`src/rtl/uart_core.sv`:
```
// -----------------------------------------------------------------------------
// uart_core
//
// Full-duplex UART. Each direction has its own FIFO and a valid/ready byte
// interface. Data width, parity, stop bits, baud divisor and FIFO depth are
// set by parameters. The receiver reports framing, parity and overrun errors.
//
// Ports
//   clk            system clock, rising edge
//   reset          asynchronous, active-high reset
//   rxd            serial input, asynchronous to clk
//   txd            serial output, idle high
//   tx_data        byte to transmit
//   tx_valid       tx_data is valid
//   tx_ready       TX FIFO not full
//   rx_data        head of RX FIFO (first-word fall-through)
//   rx_valid       RX FIFO not empty
//   rx_ready       consumer pops the RX head
//   rx_frame_err   one-cycle pulse on a bad stop bit
//   rx_parity_err  one-cycle pulse on a parity mismatch
//   rx_overrun     one-cycle pulse when a received byte is dropped (RX FIFO full)
//   tx_count       TX FIFO occupancy
//   rx_count       RX FIFO occupancy
// -----------------------------------------------------------------------------
module uart_core #(
    parameter int CLOCKS_PER_BIT = 2604,
    parameter int DATA_BITS      = 8,
    parameter int PARITY_EN      = 0,
    parameter int PARITY_ODD     = 0,
    parameter int STOP_BITS      = 1,
    parameter int FIFO_AW        = 4
) (
    input  logic                 clk,
    input  logic                 reset,
    input  logic                 rxd,
    output logic                 txd,
    input  logic [DATA_BITS-1:0] tx_data,
    input  logic                 tx_valid,
    output logic                 tx_ready,
    output logic [DATA_BITS-1:0] rx_data,
    output logic                 rx_valid,
    input  logic                 rx_ready,
    output logic                 rx_frame_err,
    output logic                 rx_parity_err,
    output logic                 rx_overrun,
    output logic [FIFO_AW:0]     tx_count,
    output logic [FIFO_AW:0]     rx_count
);

    localparam int TW    = $clog2(CLOCKS_PER_BIT);
    localparam int CW    = FIFO_AW + 1;
    localparam int DEPTH = 1 << FIFO_AW;

    localparam logic [TW-1:0]      T_ZERO    = TW'(0);
    localparam logic [TW-1:0]      T_ONE     = TW'(1);
    localparam logic [TW-1:0]      T_LAST    = TW'(CLOCKS_PER_BIT - 1);
    // RX START is entered one cycle after the synchronised falling edge, so
    // sampling at CLOCKS_PER_BIT/2 - 1 lands CLOCKS_PER_BIT/2 after the edge.
    localparam logic [TW-1:0]      T_HALF    = TW'(CLOCKS_PER_BIT / 2 - 1);
    localparam logic [2:0]         B_ZERO    = 3'd0;
    localparam logic [2:0]         B_ONE     = 3'd1;
    localparam logic [2:0]         B_LAST    = 3'(DATA_BITS - 1);
    localparam logic               STOP_LAST = 1'(STOP_BITS - 1);
    localparam logic [FIFO_AW-1:0] P_ONE     = FIFO_AW'(1);
    localparam logic [CW-1:0]      C_ZERO    = CW'(0);
    localparam logic [CW-1:0]      C_ONE     = CW'(1);
    localparam logic [CW-1:0]      C_FULL    = CW'(DEPTH);
    localparam logic               PAR_ODD_C = 1'(PARITY_ODD);
    localparam logic               PAR_EN_C  = (PARITY_EN != 0);

    // Parity bit for a data word: XOR of the bits, inverted for odd parity.
    function automatic logic parity_of(input logic [DATA_BITS-1:0] d);
        parity_of = (^d) ^ PAR_ODD_C;
    endfunction

    typedef enum logic [2:0] {
        TX_IDLE, TX_START, TX_DATA, TX_PARITY, TX_STOP
    } tx_state_e;

    typedef enum logic [2:0] {
        RX_IDLE, RX_START, RX_DATA, RX_PARITY, RX_STOP, RX_WAIT_HIGH
    } rx_state_e;

    // ------------------------------------------------------------------ TX FIFO
    logic [DATA_BITS-1:0] tx_mem_q [DEPTH];
    logic [FIFO_AW-1:0]   tx_wr_ptr_q, tx_wr_ptr_d;
    logic [FIFO_AW-1:0]   tx_rd_ptr_q, tx_rd_ptr_d;
    logic [CW-1:0]        tx_cnt_q, tx_cnt_d;
    logic                 tx_push_s;
    logic                 tx_pop_s;
    logic [DATA_BITS-1:0] tx_head_s;

    assign tx_ready  = (tx_cnt_q != C_FULL);
    assign tx_count  = tx_cnt_q;
    assign tx_push_s = tx_valid & tx_ready;
    assign tx_head_s = tx_mem_q[tx_rd_ptr_q];

    // TX FIFO pointer and occupancy update.
    always_comb begin
        tx_wr_ptr_d = tx_wr_ptr_q;
        tx_rd_ptr_d = tx_rd_ptr_q;
        tx_cnt_d    = tx_cnt_q;
        if (tx_push_s) begin
            tx_wr_ptr_d = tx_wr_ptr_q + P_ONE;
        end else begin
            tx_wr_ptr_d = tx_wr_ptr_q;
        end
        if (tx_pop_s) begin
            tx_rd_ptr_d = tx_rd_ptr_q + P_ONE;
        end else begin
            tx_rd_ptr_d = tx_rd_ptr_q;
        end
        case ({tx_push_s, tx_pop_s})
            2'b10:   tx_cnt_d = tx_cnt_q + C_ONE;
            2'b01:   tx_cnt_d = tx_cnt_q - C_ONE;
            default: tx_cnt_d = tx_cnt_q;
        endcase
    end

    // TX FIFO storage; contents need no reset because the pointers gate reads.
    always_ff @(posedge clk) begin
        if (tx_push_s) begin
            tx_mem_q[tx_wr_ptr_q] <= tx_data;
        end
    end

    // ------------------------------------------------------------------ TX FSM
    tx_state_e            tx_state_q, tx_state_d;
    logic [TW-1:0]        tx_timer_q, tx_timer_d;
    logic [2:0]           tx_bit_q, tx_bit_d;
    logic                 tx_stop_q, tx_stop_d;
    logic [DATA_BITS-1:0] tx_shift_q, tx_shift_d;
    logic                 tx_par_q, tx_par_d;
    logic                 txd_q, txd_d;
    logic                 tx_tick_s;

    assign tx_tick_s = (tx_timer_q == T_LAST);
    assign txd       = txd_q;

    // TX next state; txd is computed one cycle ahead so the pin is a flop.
    always_comb begin
        tx_state_d = tx_state_q;
        tx_timer_d = tx_timer_q;
        tx_bit_d   = tx_bit_q;
        tx_stop_d  = tx_stop_q;
        tx_shift_d = tx_shift_q;
        tx_par_d   = tx_par_q;
        txd_d      = txd_q;
        tx_pop_s   = 1'b0;
        case (tx_state_q)
            TX_IDLE: begin
                tx_timer_d = T_ZERO;
                tx_bit_d   = B_ZERO;
                tx_stop_d  = 1'b0;
                if (tx_cnt_q != C_ZERO) begin
                    tx_pop_s   = 1'b1;
                    tx_shift_d = tx_head_s;
                    tx_par_d   = parity_of(tx_head_s);
                    txd_d      = 1'b0;
                    tx_state_d = TX_START;
                end else begin
                    txd_d      = 1'b1;
                end
            end
            TX_START: begin
                if (tx_tick_s) begin
                    tx_timer_d = T_ZERO;
                    txd_d      = tx_shift_q[0];
                    tx_state_d = TX_DATA;
                end else begin
                    tx_timer_d = tx_timer_q + T_ONE;
                end
            end
            TX_DATA: begin
                if (tx_tick_s) begin
                    tx_timer_d = T_ZERO;
                    if (tx_bit_q == B_LAST) begin
                        if (PAR_EN_C) begin
                            txd_d      = tx_par_q;
                            tx_state_d = TX_PARITY;
                        end else begin
                            txd_d      = 1'b1;
                            tx_state_d = TX_STOP;
                        end
                    end else begin
                        tx_bit_d   = tx_bit_q + B_ONE;
                        tx_shift_d = {1'b0, tx_shift_q[DATA_BITS-1:1]};
                        txd_d      = tx_shift_q[1];
                    end
                end else begin
                    tx_timer_d = tx_timer_q + T_ONE;
                end
            end
            TX_PARITY: begin
                if (tx_tick_s) begin
                    tx_timer_d = T_ZERO;
                    txd_d      = 1'b1;
                    tx_state_d = TX_STOP;
                end else begin
                    tx_timer_d = tx_timer_q + T_ONE;
                end
            end
            TX_STOP: begin
                txd_d = 1'b1;
                if (tx_tick_s) begin
                    tx_timer_d = T_ZERO;
                    if (tx_stop_q == STOP_LAST) begin
                        tx_state_d = TX_IDLE;
                    end else begin
                        tx_stop_d  = 1'b1;
                    end
                end else begin
                    tx_timer_d = tx_timer_q + T_ONE;
                end
            end
            default: begin
                txd_d      = 1'b1;
                tx_state_d = TX_IDLE;
            end
        endcase
    end

    // TX registers: FIFO pointers, FSM state and the txd output flop.
    always_ff @(posedge clk or posedge reset) begin
        if (reset) begin
            tx_wr_ptr_q <= '0;
            tx_rd_ptr_q <= '0;
            tx_cnt_q    <= '0;
            tx_state_q  <= TX_IDLE;
            tx_timer_q  <= '0;
            tx_bit_q    <= '0;
            tx_stop_q   <= 1'b0;
            tx_shift_q  <= '0;
            tx_par_q    <= 1'b0;
            txd_q       <= 1'b1;
        end else begin
            tx_wr_ptr_q <= tx_wr_ptr_d;
            tx_rd_ptr_q <= tx_rd_ptr_d;
            tx_cnt_q    <= tx_cnt_d;
            tx_state_q  <= tx_state_d;
            tx_timer_q  <= tx_timer_d;
            tx_bit_q    <= tx_bit_d;
            tx_stop_q   <= tx_stop_d;
            tx_shift_q  <= tx_shift_d;
            tx_par_q    <= tx_par_d;
            txd_q       <= txd_d;
        end
    end

    // ------------------------------------------------------------------ RX FSM
    rx_state_e            rx_state_q, rx_state_d;
    logic [TW-1:0]        rx_timer_q, rx_timer_d;
    logic [2:0]           rx_bit_q, rx_bit_d;
    logic [DATA_BITS-1:0] rx_shift_q, rx_shift_d;
    logic                 rx_par_bad_q, rx_par_bad_d;
    logic                 rx_frame_err_q, rx_frame_err_d;
    logic                 rx_parity_err_q, rx_parity_err_d;
    logic                 rx_meta_q, rx_sync_q;
    logic                 rx_push_req_s;
    logic                 rx_tick_s;

    assign rx_tick_s     = (rx_timer_q == T_LAST);
    assign rx_frame_err  = rx_frame_err_q;
    assign rx_parity_err = rx_parity_err_q;

    // RX next state; samples land at bit centres, counted from the start edge.
    always_comb begin
        rx_state_d      = rx_state_q;
        rx_timer_d      = rx_timer_q;
        rx_bit_d        = rx_bit_q;
        rx_shift_d      = rx_shift_q;
        rx_par_bad_d    = rx_par_bad_q;
        rx_frame_err_d  = 1'b0;
        rx_parity_err_d = 1'b0;
        rx_push_req_s   = 1'b0;
        case (rx_state_q)
            RX_IDLE: begin
                rx_timer_d   = T_ZERO;
                rx_bit_d     = B_ZERO;
                rx_par_bad_d = 1'b0;
                if (!rx_sync_q) begin
                    rx_state_d = RX_START;
                end else begin
                    rx_state_d = RX_IDLE;
                end
            end
            RX_START: begin
                if (rx_timer_q == T_HALF) begin
                    rx_timer_d = T_ZERO;
                    if (rx_sync_q) begin
                        rx_state_d = RX_IDLE;  // glitch, not a start bit
                    end else begin
                        rx_state_d = RX_DATA;
                    end
                end else begin
                    rx_timer_d = rx_timer_q + T_ONE;
                end
            end
            RX_DATA: begin
                if (rx_tick_s) begin
                    rx_timer_d = T_ZERO;
                    rx_shift_d = {rx_sync_q, rx_shift_q[DATA_BITS-1:1]};
                    if (rx_bit_q == B_LAST) begin
                        if (PAR_EN_C) begin
                            rx_state_d = RX_PARITY;
                        end else begin
                            rx_state_d = RX_STOP;
                        end
                    end else begin
                        rx_bit_d = rx_bit_q + B_ONE;
                    end
                end else begin
                    rx_timer_d = rx_timer_q + T_ONE;
                end
            end
            RX_PARITY: begin
                if (rx_tick_s) begin
                    rx_timer_d   = T_ZERO;
                    rx_par_bad_d = (rx_sync_q != parity_of(rx_shift_q));
                    rx_state_d   = RX_STOP;
                end else begin
                    rx_timer_d = rx_timer_q + T_ONE;
                end
            end
            RX_STOP: begin
                if (rx_tick_s) begin
                    rx_timer_d = T_ZERO;
                    if (rx_sync_q) begin
                        if (rx_par_bad_q) begin
                            rx_parity_err_d = 1'b1;
                        end else begin
                            rx_push_req_s   = 1'b1;
                        end
                        rx_state_d = RX_IDLE;
                    end else begin
                        // Framing error takes precedence over parity.
                        rx_frame_err_d = 1'b1;
                        rx_state_d     = RX_WAIT_HIGH;
                    end
                end else begin
                    rx_timer_d = rx_timer_q + T_ONE;
                end
            end
            RX_WAIT_HIGH: begin
                // A held-low line (break) must not look like a new start bit.
                if (rx_sync_q) begin
                    rx_state_d = RX_IDLE;
                end else begin
                    rx_state_d = RX_WAIT_HIGH;
                end
            end
            default: begin
                rx_state_d = RX_IDLE;
            end
        endcase
    end

    // ------------------------------------------------------------------ RX FIFO
    logic [DATA_BITS-1:0] rx_mem_q [DEPTH];
    logic [FIFO_AW-1:0]   rx_wr_ptr_q, rx_wr_ptr_d;
    logic [FIFO_AW-1:0]   rx_rd_ptr_q, rx_rd_ptr_d;
    logic [CW-1:0]        rx_cnt_q, rx_cnt_d;
    logic                 rx_overrun_q, rx_overrun_d;
    logic                 rx_push_s;
    logic                 rx_pop_s;
    logic                 rx_full_s;

    assign rx_valid   = (rx_cnt_q != C_ZERO);
    assign rx_count   = rx_cnt_q;
    assign rx_data    = rx_mem_q[rx_rd_ptr_q];
    assign rx_overrun = rx_overrun_q;
    assign rx_full_s  = (rx_cnt_q == C_FULL);
    assign rx_pop_s   = rx_valid & rx_ready;
    // A full FIFO still accepts a byte when the head leaves in the same cycle.
    assign rx_push_s  = rx_push_req_s & (~rx_full_s | rx_pop_s);

    // RX FIFO pointer, occupancy and overrun update.
    always_comb begin
        rx_wr_ptr_d  = rx_wr_ptr_q;
        rx_rd_ptr_d  = rx_rd_ptr_q;
        rx_cnt_d     = rx_cnt_q;
        rx_overrun_d = rx_push_req_s & rx_full_s & ~rx_pop_s;
        if (rx_push_s) begin
            rx_wr_ptr_d = rx_wr_ptr_q + P_ONE;
        end else begin
            rx_wr_ptr_d = rx_wr_ptr_q;
        end
        if (rx_pop_s) begin
            rx_rd_ptr_d = rx_rd_ptr_q + P_ONE;
        end else begin
            rx_rd_ptr_d = rx_rd_ptr_q;
        end
        case ({rx_push_s, rx_pop_s})
            2'b10:   rx_cnt_d = rx_cnt_q + C_ONE;
            2'b01:   rx_cnt_d = rx_cnt_q - C_ONE;
            default: rx_cnt_d = rx_cnt_q;
        endcase
    end

    // RX FIFO storage; contents need no reset because the pointers gate reads.
    always_ff @(posedge clk) begin
        if (rx_push_s) begin
            rx_mem_q[rx_wr_ptr_q] <= rx_shift_q;
        end
    end

    // RX registers: synchroniser, FSM state, FIFO pointers and error pulses.
    always_ff @(posedge clk or posedge reset) begin
        if (reset) begin
            rx_meta_q       <= 1'b1;
            rx_sync_q       <= 1'b1;
            rx_state_q      <= RX_IDLE;
            rx_timer_q      <= '0;
            rx_bit_q        <= '0;
            rx_shift_q      <= '0;
            rx_par_bad_q    <= 1'b0;
            rx_frame_err_q  <= 1'b0;
            rx_parity_err_q <= 1'b0;
            rx_overrun_q    <= 1'b0;
            rx_wr_ptr_q     <= '0;
            rx_rd_ptr_q     <= '0;
            rx_cnt_q        <= '0;
        end else begin
            rx_meta_q       <= rxd;
            rx_sync_q       <= rx_meta_q;
            rx_state_q      <= rx_state_d;
            rx_timer_q      <= rx_timer_d;
            rx_bit_q        <= rx_bit_d;
            rx_shift_q      <= rx_shift_d;
            rx_par_bad_q    <= rx_par_bad_d;
            rx_frame_err_q  <= rx_frame_err_d;
            rx_parity_err_q <= rx_parity_err_d;
            rx_overrun_q    <= rx_overrun_d;
            rx_wr_ptr_q     <= rx_wr_ptr_d;
            rx_rd_ptr_q     <= rx_rd_ptr_d;
            rx_cnt_q        <= rx_cnt_d;
        end
    end

endmodule

```
`config.mk`:
```
export PLATFORM = sky130hd
export DESIGN_NAME = uart_core
export DESIGN_NICKNAME = d
export VERILOG_FILES = /design/src/rtl/uart_core.sv
export SDC_FILE = /design/constraint.sdc
export NUM_CORES = 1
export LEC_CHECK = 0
export CAP_MARGIN = 20
export CORE_UTILIZATION = 50
export CTS_CLUSTER_SIZE = 24
export DETAILED_ROUTE_END_ITERATION = 16
export GPL_ROUTABILITY_DRIVEN = 0
export PLACE_DENSITY = 0.65
export SYNTH_ARGS = -nofsm -noshare
export SYNTH_HDL_FRONTEND = slang
export SYNTH_SLANG_ARGS = --single-unit
```
`constraint.sdc`:
```
create_clock -name clk -period 4.2 [get_ports clk]
set_input_delay 1.26 -clock clk [delete_from_list [all_inputs] [get_ports clk]]
set_output_delay 1.26 -clock clk [all_outputs]
set_load 0.02 [all_outputs]
```
==> results by group, run 1 <==
Logic synthesis
  – Synth Area in Simple Gates: 0.0698
  – Synth Flop Type: edfxtp_1
  – Post-synth EDFFs: between 200 and 300
  – Multiplexer share of the synthesized area: 0.126
  – Compound-gate portion of the synthesized area: 0.0563
  – Post-synthesis cell count: approximately 880
  – Avg Inst Size Synth: ~16 µm²
  – Yosys warning total: 0
  – Post-synth cell types: 61
  – Adder-cell share of the synthesized area: 0.0238
  – Post-synthesis xor/xnor area fraction: 0.0208
  – Register bit count reported by yosys: 342
  – Ys async rst share: 0.251
  – Largest family of logic cells by synthesized area: multiplexers
  – Post-Syn Area: 14300 µm²
  – Mapped Nets: around 920
  – Register area share after synthesis: 0.688

Setup path
  – CP Data Required Time: 2.94 ns
  – CP dominant cell by count: mux4_2
  – Critical path's top delay family: multiplexers
  – CP max stage delay: approximately 0.56 ns
  – CP Class: reg -> out
  – Worst Setup End Kind: output pin
  – Worst setup SP type: register
  – WP buf/inv: 2
  – CP max FO: 9
  – Worst endpoint data arrival time: approximately 2.8 ns
  – Crit path cell chain: buf_4 -> mux4_2 -> mux4_2 -> clkdlybuf4s50_1
  – Slowest CP cell: clkdlybuf4s50_1

Clock tree
  – CTS clock-pin slew for the worst setup and hold paths: around 0.060 ns
  – Num CTS Buffers: 36
  – Post-CTS setup buffer count: 2
  – Post_cts resized: 0
  – Total clock sinks: about 340
  – Worst skew pair latency: 0.52 ns
  – H-Tree Depth: 2
  – Clock Path Buffers: 3
  – CTS tree: done
  – Post-CTS Hold Buffers: 0
  – CTS root buf: clkbuf_16

STA
  – # setup viols final: 0
  – Hold_ws: 0.355 ns
  – Relative slew slack: 0.414
  – Unrepaired setup endpoints after global routing: no
  – Fin crit period: ~4 ns
  – Final hold violations: 0
  – Post-Route Skew: ~0.011 ns
  – Highest clock rate: between 200 and 250 MHz
  – Sum Neg Setup Slack: 0 ns
  – Worst-Margin Slew: about 0.88 ns
  – Pins Over Slew Limit: 0
  – Fin crit share: 0.954

Pwr
  – Gate power share: 0.216
  – Seq pwr share: 0.450
  – Net Sw Power: 2.68 mW
  – PD cells: between 500 and 600 nW/µm²
  – Clock power frac: 0.334
  – P_leak: around 6 nW
  – Tot Pwr: ~9.6 mW
  – Power Internal: roughly 7 mW
  – Sw Ratio: 0.279
  – Maximum vdd drop: 0.000465 V

Routing
  – Initial DRC Count: 625
  – WL per Instance: 19.8 µm
  – Routed Wire Length: between 20 and 30 mm
  – DR vias/cell: 5.61
  – Post-DRT Antenna Nets: 0
  – Drt first pass iters: 5
  – DR vias: about 7600
  – DRC: 0

Status
  – Outcome: completed

Final layout
  – Ant diodes: 0
  – Commonest non-fill, non-tap cell in the layout: edfxtp_1
  – Most frequent cells in the layout: 256 x edfxtp_1, 80 x dfrtp_1, 72 x mux4_2
  – Fin util: 0.590
  – Nets@finish: ~1000
  – Share of post-route cells with drive strength above 1: 0.199
  – Area growth, synth to finish: 15.1%

Global routing
  – Initial antenna violation count: 0
  – Tot GR Track Use: 0.192
  – Vias in the first global route: about 7700
  – GRT overflow: 0
  – First-pass GRT wire length: between 40 and 50 mm
  – Largest net degree at the start of global routing: 50

Floorplan
  – IO Pins: 37
  – Core area: 27900 µm²
  – Initial Utilization: 0.512
  – Die height: around 170 µm
  – # rows: between 60 and 70
  – Die ar.: roughly 29000 µm²
  – Die Width: between 150 and 200 µm

Worst hold path
  – Hold Path Class: reg -> reg

Placed design
  – HPWL after DPL: around 17 mm
  – I/O Buffers: 36

Job
  – Max Cap Viol: 0
-- metrics by stage --
step | worst slack [ns] | cell area, µm² | cells
5_1_grt | 0.103 | 16500 | 1346
2_1_floorplan | 0.648 | 14300 | 876
4_1_cts | 0.154 | 16500 | 1346
3_5_place_dp | 0.544 | 15300 | 1280
6_report | 0.195 | 16500 | 1346
3_3_place_gp | 0.566 | 15300 | 1279
-- worst register-to-register path, stage by stage (launching register included) --
cell     delay, ns
dfrtp_1       0.46
or4b_4        0.58
or4_4         0.64
o21ai_2       0.32
inv_1         0.14
ha_1          0.33
a21o_1        0.19
a21oi_1       0.18
mux2i_1       0.25
xor2_1        0.16
-- cells in the mapped netlist (17+ instances only) --
library cell  count  area [µm²]
dfrtp_1          83        2080
ha_1             24         300
nor3_1           20         100
mux4_2           72        1620
inv_1            17        63.8
edfxtp_1        256        7690
a22oi_1          18         135
a21oi_1          37         185
clkbuf_1         29         109
xnor2_1          26         228
nor2_1           52         195
o21ai_0          30         150
nand2_1          57         214
-- layer usage --
| layer | vias up | track usage | wire length (µm) |
|---|---|---|---|
| met2 | 169 | 0.316 | 12900 |
| li1 | 3540 | - | - |
| met4 | 0 | 0.0637 | 585 |
| met1 | 3803 | 0.265 | 11900 |
| met3 | 44 | 0.0283 | 1240 |
| met5 | - | 0 | 0 |
-- final cells by class --
type	count	area (µm²)
fillers	2118	11500
flip-flops and latches	342	9850
multi-input cells	474	4240
clock buffers	44	962
repair buffers	71	648
well taps	378	473
clock inverters	20	235
inverters	17	65.1
-- cells by family after synthesis --
| kind of cell | after synthesis |
|---|---|
| AOI/OAI and AO/OA | 128 |
| muxes | 88 |
| and+or+nand+nor | 198 |
| adders and majority gates | 26 |
| DFF | 342 |
| xor gates and xnor gates | 34 |
| buffers and inverters | 60 |
-- power by group through the flow --
stage	Combinational, mW	Sequential [mW]	Clock [mW]
floorplan	1.64	4.20	0
global placement	2.03	4.40	0
detailed placement	2.06	4.41	0
CTS	2.11	4.33	3.27
global route	2.29	4.37	3.40
finish	2.08	4.32	3.21
-- final timing paths --
path / startpoint / to / slack, ns / depth (start not counted)
worst min register to register: rx_meta_q / rx_sync_q / 0.36 / 0
worst max-delay path: rx_rd_ptr_q[0] / rx_data[3] / 0.19 / 4
worst max register to register: rx_timer_q[2] / rx_count[4] / 0.90 / 9
max in group asynchronous: reset / txd / 2.32 / 3
min in group asynchronous: reset / rx_bit_q[0] / 1.16 / 2
worst min-delay path: rx_meta_q / rx_sync_q / 0.36 / 0
-- registers in the layout, summed over array words and instances, names as in the netlist, 5 cells and up --
signal / cells
tx_mem_q: 128
rx_shift_q: 8
rx_timer_q: 12
tx_timer_q: 12
rx_mem_q: 128
tx_count: 5
rx_count: 5
tx_shift_q: 8
(Power assumes the default switching activity.)
==> inputs of run 2 (changes only) <==
- CTS_CLUSTER_SIZE: 24 -> unset
==> results of run 2 <==
Same layout as run 1: the final DEF is identical, and so are final timing and power.
==> inputs of run 3 (changes only) <==
- CELL_PAD_IN_SITES_DETAIL_PLACEMENT: unset -> 1
- CELL_PAD_IN_SITES_GLOBAL_PLACEMENT: unset -> 2
- CORE_UTILIZATION: 50 -> 47
- MAX_ROUTING_LAYER: unset -> met4
- PLACE_DENSITY: 0.65 -> 0.78
- TNS_END_PERCENT: unset -> 1
==> run 3 against run 2 <==
  * Sequential power hardly changed
  * Via count up 2.9%
  * Sequential cell count stayed put
  * Critical path depth unchanged
  * Hold slack better by 0.00095 ns
  * Maximum frequency down 1.7%
  * Global-route usage rose by 2.7 points
  * Clock-buffer cell count up 5
  * Final area is 0.53% lower
  * Core utilization shrank 4.0 points
  * Die area increased by 6.3%
==> results by group, run 3 (same netlist as run 1, synthesis figures left out) <==
Status
  – Outcome: completed

Setup path
  – FF-to-FF End: rx_count[4]
  – Critical path's top delay family: multiplexers
  – Crit path cell chain: buf_12 -> mux4_2 -> mux4_2 -> clkdlybuf4s50_1
  – Slowest CP cell: clkdlybuf4s50_1
  – WP buf/inv: 2
  – Worst Setup End Kind: output pin
  – Reg2Reg Depth: 9
  – CP Class: reg -> out
  – RR Startpoint: rx_state_q[1]
  – CP max FO: 20
  – CP dominant cell by count: mux4_2
  – Worst endpoint data arrival time: 2.82 ns
  – Critical Path Start: rx_rd_ptr_q[0]
  – Internal reg-to-reg setup slack: about 0.78 ns
  – Worst setup SP type: register
  – CP max stage delay: ~0.56 ns
  – CP Data Required Time: approximately 2.9 ns

Floorplan
  – Initial Utilization: 0.480
  – Die ar.: around 31000 µm²
  – # rows: 63
  – Die height: between 150 and 200 µm
  – IO Pins: 37
  – Core area: 29800 µm²
  – Die Width: between 150 and 200 µm

Pwr
  – Power Internal: ~6.7 mW
  – Clock power frac: 0.318
  – PD cells: 581 nW/µm²
  – P_leak: 6.11 nW
  – Gate power share: 0.228
  – Seq pwr share: 0.453
  – Sw Ratio: 0.296
  – Maximum vdd drop: approximately 0.00033 V
  – Net Sw Power: about 2.8 mW

Global routing
  – Initial antenna violation count: 0
  – First-pass GRT wire length: between 40 and 50 mm
  – Vias in the first global route: 8643
  – GRT overflow: 0
  – Tot GR Track Use: 0.219
  – Largest net degree at the start of global routing: between 50 and 60

Placed design
  – Post-DP Area: approximately 15000 µm²
  – I/O Buffers: 36
  – HPWL after DPL: around 21 mm

Routing
  – Initial DRC Count: ~530
  – WL per Instance: between 20 and 25 µm
  – Drt first pass iters: 6
  – Post-DRT Antenna Nets: 0
  – DRC: 0
  – DR vias: a little under 8000
  – DR vias/cell: 5.74
  – Routed Wire Length: roughly 32 mm

Final layout
  – Design area: around 16000 µm²
  – Area growth, synth to finish: 14.5%
  – Seq. cell area: between 9000 and 10000 µm²
  – Commonest non-fill, non-tap cell in the layout: edfxtp_1
  – Share of post-route cells with drive strength above 1: 0.192
  – Area taken by multi-input logic gates: 4240 µm²
  – Nets@finish: just under 1000
  – Ant diodes: 0
  – Largest registers: rx_mem_q x128, tx_mem_q x128
  – Filler Cell Count: ~2700
  – Most frequent cells in the layout: 256 x edfxtp_1, 81 x dfrtp_1, 72 x mux4_2
  – Fin util: 0.550

Worst hold path
  – Hold_sp: rx_meta_q
  – Hold Path Class: reg -> reg
  – Worst Hold End: rx_sync_q
  – Hold Path Stages: 0

STA
  – Worst-Margin Slew: 0.877 ns
  – # setup viols final: 0
  – Fin crit period: 4.08 ns
  – Relative slew slack: 0.415
  – Unrepaired setup endpoints after global routing: no
  – Final hold violations: 0
  – Fin crit share: 0.970
  – Pins Over Slew Limit: 0
  – Highest clock rate: approximately 250 MHz
  – Post-Route Skew: about 0.017 ns
  – Sum Neg Setup Slack: 0 ns

Clock tree
  – H-Tree Depth: 2
  – Num CTS Buffers: 37
  – Total clock sinks: 342
  – Post-CTS Hold Buffers: 0
  – CTS tree: done
  – Clock Path Buffers: 3
  – CTS clock-pin slew for the worst setup and hold paths: ~0.060 ns
  – Worst skew pair latency: ~0.52 ns
  – CTS root buf: clkbuf_16

Job
  – Max Cap Viol: 0
==> run 3: cell types whose count changed in the layout (fill, tap and decap cells not counted), sizes merged <==
cell    change
buf         -4
bufinv      -4
clkbuf      +6
clkinv      -2
inv         +1
==> run 3: final cells by class <==
| class | instances | share of cell area |
|---|---|---|
| repair buffers | 68 | 0.0380 |
| multi-input cells | 474 | 0.259 |
| inverters | 17 | 0.00397 |
| clock buffers | 49 | 0.0599 |
| clock inverters | 15 | 0.00840 |
| well taps | 390 | 0.0298 |
| flip-flops and latches | 342 | 0.601 |
==> run 3: layer usage <==
| metal | up-vias | global-route usage | wire [µm] |
|---|---|---|---|
| met5 | - | - | 0 |
| met4 | 0 | 0.0632 | 738 |
| met3 | 45 | 0.0299 | 995 |
| met2 | 139 | 0.377 | 16500 |
| met1 | 4063 | 0.272 | 13400 |
| li1 | 3525 | - | - |
==> run 3: what timing repair did <==
item | 4_1_cts | 5_1_grt
setup buffers | 1 | 0
endpoints found under the setup margin | 8 | 0
resized for setup | 1 | 0
endpoints found under the hold margin | 0 | 0
==> run 3: how the worst max path moves through the flow <==
stage | to | cells past startpoint
6_report | rx_data[4] | 4
5_1_grt | rx_data[5] | 4
4_1_cts | rx_data[5] | 4
3_5_place_dp | rx_count[4] | 9
2_1_floorplan | rx_data[0] | 4
3_3_place_gp | rx_count[4] | 9
==> run 3: per-stage QoR <==
step	std cells	hold slack [ns]	worst slack, ns	power [mW]
after floorplan	876	0.345	0.648	5.83
after detailed placement	1289	0.348	0.267	6.57
after global routing	1355	0.359	0.0274	9.97
after global placement	1289	0.346	0.457	6.42
after CTS	1354	0.358	0.0727	9.64
final	1355	0.356	0.125	9.53
==> run 3: power groups by stage <==
stage	Clock, mW	Combinational, mW	Sequential [mW]
2_1_floorplan	0	1.64	4.20
3_3_place_gp	0	2.05	4.37
3_5_place_dp	0	2.16	4.41
4_1_cts	3.10	2.21	4.33
5_1_grt	3.21	2.38	4.38
6_report	3.03	2.18	4.32
